## config.mk

```make
export PLATFORM = sky130hd
export DESIGN_NAME = tiled_matmul_scheduler_flat
export DESIGN_NICKNAME = d
export VERILOG_FILES = /design/src/rtl/tiled_matmul_scheduler_pkg.sv /design/src/rtl/tiled_matmul_scheduler_if.sv /design/src/rtl/tiled_matmul_scheduler_geom.sv /design/src/rtl/tiled_matmul_scheduler.sv /design/src/flat_wrapper.sv
export SDC_FILE = /design/constraint.sdc
export NUM_CORES = 1
export LEC_CHECK = 0
export CAP_MARGIN = 40
export CORE_MARGIN = 2
export CORE_UTILIZATION = 59
export CTS_BUF_LIST = sky130_fd_sc_hd__clkbuf_2 sky130_fd_sc_hd__clkbuf_4 sky130_fd_sc_hd__clkbuf_8
export CTS_CLUSTER_SIZE = 30
export DETAILED_ROUTE_END_ITERATION = 7
export HOLD_SLACK_MARGIN = 0.1
export PLACE_DENSITY = 0.87
export SYNTH_ARGS = -nofsm -noshare
export SYNTH_HDL_FRONTEND = slang
export SYNTH_SLANG_ARGS = --single-unit
```

## constraint.sdc

```tcl
create_clock -name clk -period 5.9 [get_ports clk]
set_input_delay 0.59 -clock clk [delete_from_list [all_inputs] [get_ports clk]]
set_output_delay 0.59 -clock clk [all_outputs]
set_load 0.02 [all_outputs]
```

## src/rtl/tiled_matmul_scheduler_pkg.sv

```systemverilog
// Shared types for the tiled matrix-multiply scheduler.
//   sched_st_t : tile sequencer FSM states
//   tile_cfg_t : per-tile geometry presented to the address generator
//   clip_min   : edge-clipped tile extent, min(tile, dim - idx)
package tmm_pkg;

  localparam int unsigned ADDR_W = 32;
  localparam int unsigned IDX_W  = 8;

  typedef enum logic [2:0] {
    ST_IDLE,
    ST_SETUP,
    ST_ISSUE,
    ST_WAIT,
    ST_NEXT,
    ST_DONE
  } sched_st_t;

  typedef struct packed {
    logic [ADDR_W-1:0] base_a;
    logic [ADDR_W-1:0] base_b;
    logic [ADDR_W-1:0] base_c;
    logic [IDX_W-1:0]  e_tm;
    logic [IDX_W-1:0]  e_tn;
    logic [IDX_W-1:0]  e_tk;
    logic              first_k;
    logic              last_k;
  } tile_cfg_t;

  // idx is always below dim while a job runs, so dim - idx never underflows.
  function automatic logic [IDX_W-1:0] clip_min(input logic [IDX_W-1:0] tile,
                                                input logic [IDX_W-1:0] dim,
                                                input logic [IDX_W-1:0] idx);
    logic [IDX_W-1:0] rem;
    rem = dim - idx;
    return (tile < rem) ? tile : rem;
  endfunction

endpackage

```

## src/rtl/tiled_matmul_scheduler_if.sv

```systemverilog
// Scheduler <-> tile address generator link.
//   master (scheduler): drives start_tile, tile bases, effective sizes,
//                       row strides, first_k/last_k; receives ready/done.
//   slave  (AGU)      : the mirror image.
interface tiled_matmul_scheduler_if #(
  parameter int unsigned ADDR_WIDTH = 32,
  parameter int unsigned IDX_WIDTH  = 8
);
  logic                  start_tile;
  logic [ADDR_WIDTH-1:0] baseA_tile;
  logic [ADDR_WIDTH-1:0] baseB_tile;
  logic [ADDR_WIDTH-1:0] baseC_tile;
  logic [IDX_WIDTH-1:0]  eTM;
  logic [IDX_WIDTH-1:0]  eTN;
  logic [IDX_WIDTH-1:0]  eTK;
  logic [IDX_WIDTH-1:0]  FULL_K;
  logic [IDX_WIDTH-1:0]  FULL_N;
  logic                  first_k;
  logic                  last_k;
  logic                  agu_tile_ready;
  logic                  agu_tile_done;

  modport master (
    output start_tile, baseA_tile, baseB_tile, baseC_tile,
           eTM, eTN, eTK, FULL_K, FULL_N, first_k, last_k,
    input  agu_tile_ready, agu_tile_done
  );

  modport slave (
    input  start_tile, baseA_tile, baseB_tile, baseC_tile,
           eTM, eTN, eTK, FULL_K, FULL_N, first_k, last_k,
    output agu_tile_ready, agu_tile_done
  );
endinterface

```

## src/rtl/tiled_matmul_scheduler_geom.sv

```systemverilog
// tile_geom_calc: registered tile base-address and edge-clip computation.
//   load            : capture geometry for the current (m0,k0,n0) indices
//   m0/n0/k0        : current tile origin
//   m/n/k_dim, tm/tn/tk : job dimensions and nominal tile sizes
//   base_a/b/c      : matrix base addresses
//   tile            : registered tile_cfg_t, held until the next load
module tile_geom_calc
  import tmm_pkg::*;
(
  input  logic              clk,
  input  logic              rst_n,
  input  logic              load,
  input  logic [IDX_W-1:0]  m0,
  input  logic [IDX_W-1:0]  n0,
  input  logic [IDX_W-1:0]  k0,
  input  logic [IDX_W-1:0]  m_dim,
  input  logic [IDX_W-1:0]  n_dim,
  input  logic [IDX_W-1:0]  k_dim,
  input  logic [IDX_W-1:0]  tm,
  input  logic [IDX_W-1:0]  tn,
  input  logic [IDX_W-1:0]  tk,
  input  logic [ADDR_W-1:0] base_a,
  input  logic [ADDR_W-1:0] base_b,
  input  logic [ADDR_W-1:0] base_c,
  output tile_cfg_t         tile
);

  logic [2*IDX_W-1:0] prod_a, prod_b, prod_c;
  logic [IDX_W:0]     k_end;

  assign prod_a = m0 * k_dim;
  assign prod_b = k0 * n_dim;
  assign prod_c = m0 * n_dim;
  assign k_end  = {1'b0, k0} + {1'b0, tk};

  always_ff @(posedge clk or negedge rst_n) begin
    if (!rst_n) begin
      tile <= '0;
    end else if (load) begin
      tile.base_a  <= base_a + ADDR_W'(prod_a) + ADDR_W'(k0);
      tile.base_b  <= base_b + ADDR_W'(prod_b) + ADDR_W'(n0);
      tile.base_c  <= base_c + ADDR_W'(prod_c) + ADDR_W'(n0);
      tile.e_tm    <= clip_min(tm, m_dim, m0);
      tile.e_tn    <= clip_min(tn, n_dim, n0);
      tile.e_tk    <= clip_min(tk, k_dim, k0);
      tile.first_k <= (k0 == '0);
      tile.last_k  <= (k_end >= {1'b0, k_dim});
    end
  end

endmodule

```

## src/rtl/tiled_matmul_scheduler.sv

```systemverilog
// tiled_matmul_scheduler: walks C[MxN] = A[MxK]*B[KxN] tile by tile
// (m outer, k middle, n inner) and launches the address generator per tile.
//   clk, rst_n        : clock, async active-low reset
//   start, abort      : job launch pulse / synchronous job abort
//   M/N/K_dim, T*_cfg : job dimensions and tile sizes (sampled on start)
//   baseA/B/C         : matrix bases (sampled on start)
//   agu               : link to the tile address generator (master side)
//   busy, done, err   : job status; tile_count counts completed tiles
module tiled_matmul_scheduler
  import tmm_pkg::*;
#(
  parameter int unsigned ADDR_WIDTH = ADDR_W,
  parameter int unsigned IDX_WIDTH  = IDX_W
) (
  input  logic                  clk,
  input  logic                  rst_n,
  input  logic                  start,
  input  logic                  abort,
  input  logic [IDX_WIDTH-1:0]  M_dim,
  input  logic [IDX_WIDTH-1:0]  N_dim,
  input  logic [IDX_WIDTH-1:0]  K_dim,
  input  logic [IDX_WIDTH-1:0]  TM_cfg,
  input  logic [IDX_WIDTH-1:0]  TN_cfg,
  input  logic [IDX_WIDTH-1:0]  TK_cfg,
  input  logic [ADDR_WIDTH-1:0] baseA,
  input  logic [ADDR_WIDTH-1:0] baseB,
  input  logic [ADDR_WIDTH-1:0] baseC,
  tiled_matmul_scheduler_if.master agu,
  output logic                  busy,
  output logic                  done,
  output logic                  err,
  output logic [15:0]           tile_count
);

  sched_st_t st_q, st_d;

  logic [IDX_WIDTH-1:0]  m_q, n_q, k_q, tm_q, tn_q, tk_q;
  logic [IDX_WIDTH-1:0]  m0_q, n0_q, k0_q;
  logic [ADDR_WIDTH-1:0] ba_q, bb_q, bc_q;
  logic                  start_tile_q, start_tile_d;
  logic                  done_q, done_d, err_q, err_d, busy_q;
  logic [15:0]           tile_cnt_q;
  logic                  cfg_ok, accept, abort_now, tile_done;
  logic                  n_wrap, k_wrap, m_wrap;
  logic [IDX_WIDTH:0]    n_sum, k_sum, m_sum;
  tile_cfg_t             tile;

  assign cfg_ok    = (|M_dim) && (|N_dim) && (|K_dim) &&
                     (|TM_cfg) && (|TN_cfg) && (|TK_cfg);
  assign accept    = (st_q == ST_IDLE) && start && cfg_ok;
  assign abort_now = abort && (st_q != ST_IDLE);
  assign tile_done = (st_q == ST_WAIT) && agu.agu_tile_done && !abort;

  assign n_sum  = {1'b0, n0_q} + {1'b0, tn_q};
  assign k_sum  = {1'b0, k0_q} + {1'b0, tk_q};
  assign m_sum  = {1'b0, m0_q} + {1'b0, tm_q};
  assign n_wrap = (n_sum >= {1'b0, n_q});
  assign k_wrap = (k_sum >= {1'b0, k_q});
  assign m_wrap = (m_sum >= {1'b0, m_q});

  // start_tile is a registered output, so the launch is decided from the
  // ready level seen one cycle earlier (SETUP, or an ISSUE cycle without a
  // launch); ISSUE is left in the cycle the pulse is actually driven.
  always_comb begin
    st_d         = st_q;
    start_tile_d = 1'b0;
    done_d       = 1'b0;
    err_d        = 1'b0;
    unique case (st_q)
      ST_IDLE: begin
        if (start) begin
          if (cfg_ok) st_d = ST_SETUP;
          else        err_d = 1'b1;
        end
      end
      ST_SETUP: begin
        start_tile_d = agu.agu_tile_ready;
        st_d         = ST_ISSUE;
      end
      ST_ISSUE: begin
        if (start_tile_q) st_d = ST_WAIT;
        else              start_tile_d = agu.agu_tile_ready;
      end
      ST_WAIT: begin
        if (agu.agu_tile_done) st_d = ST_NEXT;
      end
      ST_NEXT: begin
        if (n_wrap && k_wrap && m_wrap) begin
          st_d   = ST_DONE;
          done_d = 1'b1;
        end else begin
          st_d = ST_SETUP;
        end
      end
      ST_DONE: st_d = ST_IDLE;
      default: st_d = ST_IDLE;
    endcase
    if (abort_now) begin
      st_d         = ST_IDLE;
      start_tile_d = 1'b0;
      done_d       = 1'b0;
    end
  end

  always_ff @(posedge clk or negedge rst_n) begin
    if (!rst_n) begin
      st_q         <= ST_IDLE;
      start_tile_q <= 1'b0;
      done_q       <= 1'b0;
      err_q        <= 1'b0;
      busy_q       <= 1'b0;
      tile_cnt_q   <= '0;
    end else begin
      st_q         <= st_d;
      start_tile_q <= start_tile_d;
      done_q       <= done_d;
      err_q        <= err_d;
      if (accept)                          busy_q <= 1'b1;
      else if (abort_now || st_q == ST_DONE) busy_q <= 1'b0;
      if (accept)         tile_cnt_q <= '0;
      else if (tile_done) tile_cnt_q <= tile_cnt_q + 16'd1;
    end
  end

  // Config is captured only for a legal start so a rejected start leaves
  // the previous job's strides visible.
  always_ff @(posedge clk or negedge rst_n) begin
    if (!rst_n) begin
      {m_q, n_q, k_q, tm_q, tn_q, tk_q} <= '0;
      {ba_q, bb_q, bc_q}                <= '0;
      {m0_q, n0_q, k0_q}                <= '0;
    end else if (accept) begin
      m_q  <= M_dim;  n_q  <= N_dim;  k_q  <= K_dim;
      tm_q <= TM_cfg; tn_q <= TN_cfg; tk_q <= TK_cfg;
      ba_q <= baseA;  bb_q <= baseB;  bc_q <= baseC;
      {m0_q, n0_q, k0_q} <= '0;
    end else if (st_q == ST_NEXT && !abort) begin
      if (!n_wrap) begin
        n0_q <= n_sum[IDX_WIDTH-1:0];
      end else begin
        n0_q <= '0;
        if (!k_wrap) begin
          k0_q <= k_sum[IDX_WIDTH-1:0];
        end else begin
          k0_q <= '0;
          m0_q <= m_wrap ? '0 : m_sum[IDX_WIDTH-1:0];
        end
      end
    end
  end

  tile_geom_calc u_geom (
    .clk    (clk),
    .rst_n  (rst_n),
    .load   (st_q == ST_SETUP),
    .m0     (m0_q),
    .n0     (n0_q),
    .k0     (k0_q),
    .m_dim  (m_q),
    .n_dim  (n_q),
    .k_dim  (k_q),
    .tm     (tm_q),
    .tn     (tn_q),
    .tk     (tk_q),
    .base_a (ba_q),
    .base_b (bb_q),
    .base_c (bc_q),
    .tile   (tile)
  );

  assign agu.start_tile = start_tile_q;
  assign agu.baseA_tile = tile.base_a;
  assign agu.baseB_tile = tile.base_b;
  assign agu.baseC_tile = tile.base_c;
  assign agu.eTM        = tile.e_tm;
  assign agu.eTN        = tile.e_tn;
  assign agu.eTK        = tile.e_tk;
  assign agu.first_k    = tile.first_k;
  assign agu.last_k     = tile.last_k;
  assign agu.FULL_K     = k_q;
  assign agu.FULL_N     = n_q;

  assign busy       = busy_q;
  assign done       = done_q;
  assign err        = err_q;
  assign tile_count = tile_cnt_q;

endmodule

```

## src/flat_wrapper.sv

```systemverilog
// flat-port wrapper written by rule: the top's interface ports become plain ports
module tiled_matmul_scheduler_flat import tmm_pkg::*;
#(
  parameter int unsigned ADDR_WIDTH = ADDR_W,
  parameter int unsigned IDX_WIDTH  = IDX_W
)
  (clk, rst_n, start, abort, M_dim, N_dim, K_dim, TM_cfg, TN_cfg, TK_cfg, baseA, baseB, baseC, busy, done, err, tile_count, agu_start_tile, agu_baseA_tile, agu_baseB_tile, agu_baseC_tile, agu_eTM, agu_eTN, agu_eTK, agu_FULL_K, agu_FULL_N, agu_first_k, agu_last_k, agu_agu_tile_ready, agu_agu_tile_done);
  tiled_matmul_scheduler_if #(.ADDR_WIDTH(ADDR_WIDTH), .IDX_WIDTH(IDX_WIDTH)) agu_i ();
  input  logic clk;
  input  logic rst_n;
  input  logic start;
  input  logic abort;
  input  logic [IDX_WIDTH-1:0] M_dim;
  input  logic [IDX_WIDTH-1:0] N_dim;
  input  logic [IDX_WIDTH-1:0] K_dim;
  input  logic [IDX_WIDTH-1:0] TM_cfg;
  input  logic [IDX_WIDTH-1:0] TN_cfg;
  input  logic [IDX_WIDTH-1:0] TK_cfg;
  input  logic [ADDR_WIDTH-1:0] baseA;
  input  logic [ADDR_WIDTH-1:0] baseB;
  input  logic [ADDR_WIDTH-1:0] baseC;
  output logic busy;
  output logic done;
  output logic err;
  output logic [15:0] tile_count;
  output wire logic [$bits(agu_i.start_tile)-1:0] agu_start_tile;
  output wire logic [$bits(agu_i.baseA_tile)-1:0] agu_baseA_tile;
  output wire logic [$bits(agu_i.baseB_tile)-1:0] agu_baseB_tile;
  output wire logic [$bits(agu_i.baseC_tile)-1:0] agu_baseC_tile;
  output wire logic [$bits(agu_i.eTM)-1:0] agu_eTM;
  output wire logic [$bits(agu_i.eTN)-1:0] agu_eTN;
  output wire logic [$bits(agu_i.eTK)-1:0] agu_eTK;
  output wire logic [$bits(agu_i.FULL_K)-1:0] agu_FULL_K;
  output wire logic [$bits(agu_i.FULL_N)-1:0] agu_FULL_N;
  output wire logic [$bits(agu_i.first_k)-1:0] agu_first_k;
  output wire logic [$bits(agu_i.last_k)-1:0] agu_last_k;
  input wire logic [$bits(agu_i.agu_tile_ready)-1:0] agu_agu_tile_ready;
  input wire logic [$bits(agu_i.agu_tile_done)-1:0] agu_agu_tile_done;
  assign agu_start_tile = agu_i.start_tile;
  assign agu_baseA_tile = agu_i.baseA_tile;
  assign agu_baseB_tile = agu_i.baseB_tile;
  assign agu_baseC_tile = agu_i.baseC_tile;
  assign agu_eTM = agu_i.eTM;
  assign agu_eTN = agu_i.eTN;
  assign agu_eTK = agu_i.eTK;
  assign agu_FULL_K = agu_i.FULL_K;
  assign agu_FULL_N = agu_i.FULL_N;
  assign agu_first_k = agu_i.first_k;
  assign agu_last_k = agu_i.last_k;
  assign agu_i.agu_tile_ready = agu_agu_tile_ready;
  assign agu_i.agu_tile_done = agu_agu_tile_done;
  tiled_matmul_scheduler #(.ADDR_WIDTH(ADDR_WIDTH), .IDX_WIDTH(IDX_WIDTH)) u_core (.clk(clk), .rst_n(rst_n), .start(start), .abort(abort), .M_dim(M_dim), .N_dim(N_dim), .K_dim(K_dim), .TM_cfg(TM_cfg), .TN_cfg(TN_cfg), .TK_cfg(TK_cfg), .baseA(baseA), .baseB(baseB), .baseC(baseC), .agu(agu_i), .busy(busy), .done(done), .err(err), .tile_count(tile_count));
endmodule
```

==> summary.md <==
| Metric | Value |
|---|---|
| Arr. time, crit path | `6.14 ns` |
| Synth top cells by count | `nand2_1, dfrtp_1, inv_1` |
| #FFs+latches synth | `313` |
| Combinational Power Share | `0.570` |
| Clk sinks | `313` |
| Reg power frac | `0.270` |
| RSZ-0062 raised after global routing | `false` |
| H-tree depth | `2` |
| Detailed placement HPWL | `55300 microns` |
| Initial Util | `0.597` |
| Number of port buffers | `307` |
| Crit-path max cell delay | `0.57 ns` |
| Post-route clock period utilization | `0.956` |
| Pwr dens | `490 nW/um^2` |
| Clk slew on worst S/H paths | `0.06 ns` |
| Final Worst Setup Slack | `0.257 ns` |
| Final slew viol count | `0` |
| Post-synth EDFFs | `0` |
| Most used cell, CP | `fa_1` |
| Slew Limit Headroom | `0.389` |
| Fmax | `0.177 GHz` |
| CP endpoint kind | `flop` |
| Final GP Congestion | `0.943` |
| Mean Syn Cell Area | `9.59 sq um` |
| Gr usage total | `0.327` |
| Crit path time final | `5.64 ns` |
| Final Skew | `0.0502 ns` |
| Crit Path Class | `flop to flop` |
| DRC viols | `0` |
| Root buffer cell | `clkbuf_8` |
| GRT overflow | `0` |
| Wire per inst | `20.3 microns` |
| Top_reg_cell synth | `dfrtp_1` |
| Initial antenna violation count | `0` |
| IO Pins | `308` |
| Synth top area share | `0.313` |
| Max VDD drop | `0.000348 V` |
| Synth unique cells | `84` |
| Post-DR vias/cell | `5.84` |
| Pint | `8.16 mW` |
| Num CTS Buffers | `55` |
| Routed vias | `20574` |
| Hold Crit Class | `input port to flop` |
| Row count | `75` |
| Share of cells above drive strength 1 | `0.101` |
| CTS tree | `built` |
| CORE AREA | `41900 sq um` |
| Nets | `3524` |
| Total wire length | `71400 microns` |
| FF-to-FF Start | `u_core.m0_q[2]` |
| Req. time, crit path | `6.40 ns` |
| Critical path destination | `u_core.u_geom.tile[48]` |
| N_diodes | `0` |
| R2R cell count | `17` |
| Worst slew pin tran | `0.909 ns` |
| Cells along the critical path | `inv_2 -> nor2_1 -> fa_1 -> fa_1 -> fa_1 -> fa_1 -> inv_1 -> fa_1 -> inv_1 -> ha_1 -> a21o_1 -> a31o_2 -> a221oi_4 -> o211ai_1 -> o211ai_1 -> xor2_1 -> o21ai_0` |
| Count leader, synth | `nand2_1` |
| Clock tree buffer depth | `3` |
| Register area share after synthesis | `0.313` |
| Number of global-route vias before repair | `21372` |
| First-pass GRT wire length | `113000 microns` |
| Post-synthesis instance total | `2610` |
| Worst Setup SP | `u_core.m0_q[2]` |
| Sw Share | `0.449` |
| Startpoint types | `flop` |
| Async set-reset flop share out of synthesis | `1.00` |
| Status | `finished, final reports clean` |
| Total negative setup slack | `0 ns` |
| Drt first pass iters | `5` |
| Internal reg-to-reg setup slack | `0.26 ns` |
| Psw | `6.65 mW` |
| Setup violators final | `0` |
| Net Count, Synth | `3193` |
| Slowest CP cell | `fa_1` |
| Largest cells by area after synthesis | `dfrtp_1, fa_1, ha_1` |
| Fin. Hold Viols | `0` |
| Die Wd | `210 microns` |
| Leak | `14.7 nW` |
| Routed Antenna Nets | `0` |
| Max-cap violations | `0` |
| Die Y | `210 microns` |
| Area grow syn2layout | `20.9%` |
| Cell Area, Synth | `25000 sq um` |
| Yosys warns | `0` |
| Largest net degree at the start of global routing | `112` |
| Total die area | `44100 sq um` |
| Violation count after the first detailed-route iteration | `1571` |
| Setup WS pre-CTS | `0.188 ns` |
| FF-to-FF End | `u_core.u_geom.tile[48]` |
| Worst-skew pair later-pin latency | `0.70 ns` |
| Critical Path Fanout Max | `7` |
| Clock power frac | `0.160` |
| Synth area leader | `dfrtp_1` |
[cells in the final DEF (no fill, tap or decap), types with 10 or more instances in the layout]
cell               n
a211oi_1          19
a21o_1            42
a21oi_1           86
a22o_1            10
and2_1            42
and3_1            22
buf_4             59
clkbuf_4          13
clkbuf_8          72
clkdlybuf4s50_1  306
dfrtp_1          307
fa_1             171
ha_1             262
inv_1            292
mux2_2            51
mux2_4            40
mux2i_1           31
nand2_1          347
nand3_1           32
nand4_1           13
nor2_1           164
nor3_1            29
nor4_1            21
o211ai_1          15
o21a_1            25
o21ai_0          190
o21bai_1          13
o31ai_1           10
or2_2             10
xnor2_1           54
xor2_1            54
[routing by layer]
layer	routed length (microns)	vias up	GRT usage
met5	0	-	0
li1	-	9474	-
met2	34400	759	0.554
met3	4410	190	0.0518
met4	3190	0	0.141
met1	29400	10151	0.418
[repair_timing]
item	4_1_cts	5_1_grt
hold buffers	1	0
setup buffers	0	4
gates resized for setup	0	15
hold endpoints to repair	103	0
endpoints found under the setup margin	0	24
[logic make-up after synthesis]
| kind of cell | count (synthesis) | share of synthesized area |
|---|---|---|
| AOI/OAI and AO/OA | 500 | 0.127 |
| xor gates and xnor gates | 108 | 0.0378 |
| adders and majority gates | 434 | 0.268 |
| buffers and inverters | 400 | 0.0630 |
| muxes | 122 | 0.0593 |
| DFF | 313 | 0.313 |
| and+or+nand+nor | 733 | 0.132 |
[how the worst min path moves through the flow]
stage	cells after the start	to	slack [ns]	start
5_1_grt	2	u_core.agu.start_tile	0.47	agu_agu_tile_ready
2_1_floorplan	0	u_core.agu.FULL_K[0]	0.29	rst_n
4_1_cts	2	u_core.agu.start_tile	0.43	agu_agu_tile_ready
3_3_place_gp	2	u_core.u_geom.tile[38]	0.46	u_core.u_geom.tile[38]
3_5_place_dp	2	u_core.u_geom.tile[20]	0.47	u_core.u_geom.tile[20]
6_report	2	u_core.agu.start_tile	0.47	agu_agu_tile_ready
[stage by stage]
stage	hold WS (ns)	cells	utilization	instance area, sq um	total power [mW]
6_report	0.465	3523	0.721	30200	14.8
4_1_cts	0.426	3519	0.720	30200	14.8
5_1_grt	0.474	3523	0.721	30200	15.9
2_1_floorplan	0.294	2610	-	25000	9.29
3_5_place_dp	0.470	3418	0.688	28900	12.3
3_3_place_gp	0.464	3413	0.687	28800	11.9
[power groups by stage]
stage	Sequential, mW	Clock [mW]	Combinational [mW]
final	4.00	2.37	8.44
after global routing	4.09	2.49	9.28
after CTS	3.97	2.40	8.40
after detailed placement	3.99	0	8.31
after global placement	3.95	0	7.95
after floorplan	4.24	0	5.05
[worst max-delay path, delay by kind of cell, from the launching register on]
kind	cells	cell delay (ns)
AND/OR/NAND/NOR	1	0.09
flip-flops	1	0.49
AO/OA/AOI/OAI	6	1.51
adder cells (fa/ha/maj)	6	2.88
buffers and inverters	3	0.30
XOR/XNOR	1	0.20
[sequential cells by signal (all words and copies together), names as in the netlist, 16 cells and up]
| name | cells |
|---|---|
| u_core.bc_q | 32 |
| u_core.ba_q | 32 |
| u_core.bb_q | 32 |
| u_core.u_geom.tile | 122 |
| u_core.tile_count | 16 |
[area by class of cell]
cell class / instances / area (sq um)
multi-input cells: 1897 / 15700
fillers: 3044 / 11700
flip-flops and latches: 313 / 7840
repair buffers: 373 / 3640
inverters: 301 / 1140
clock buffers: 85 / 1090
well taps: 539 / 674
clock inverters: 15 / 208
Note: power is estimated with default switching activity, not from simulation.
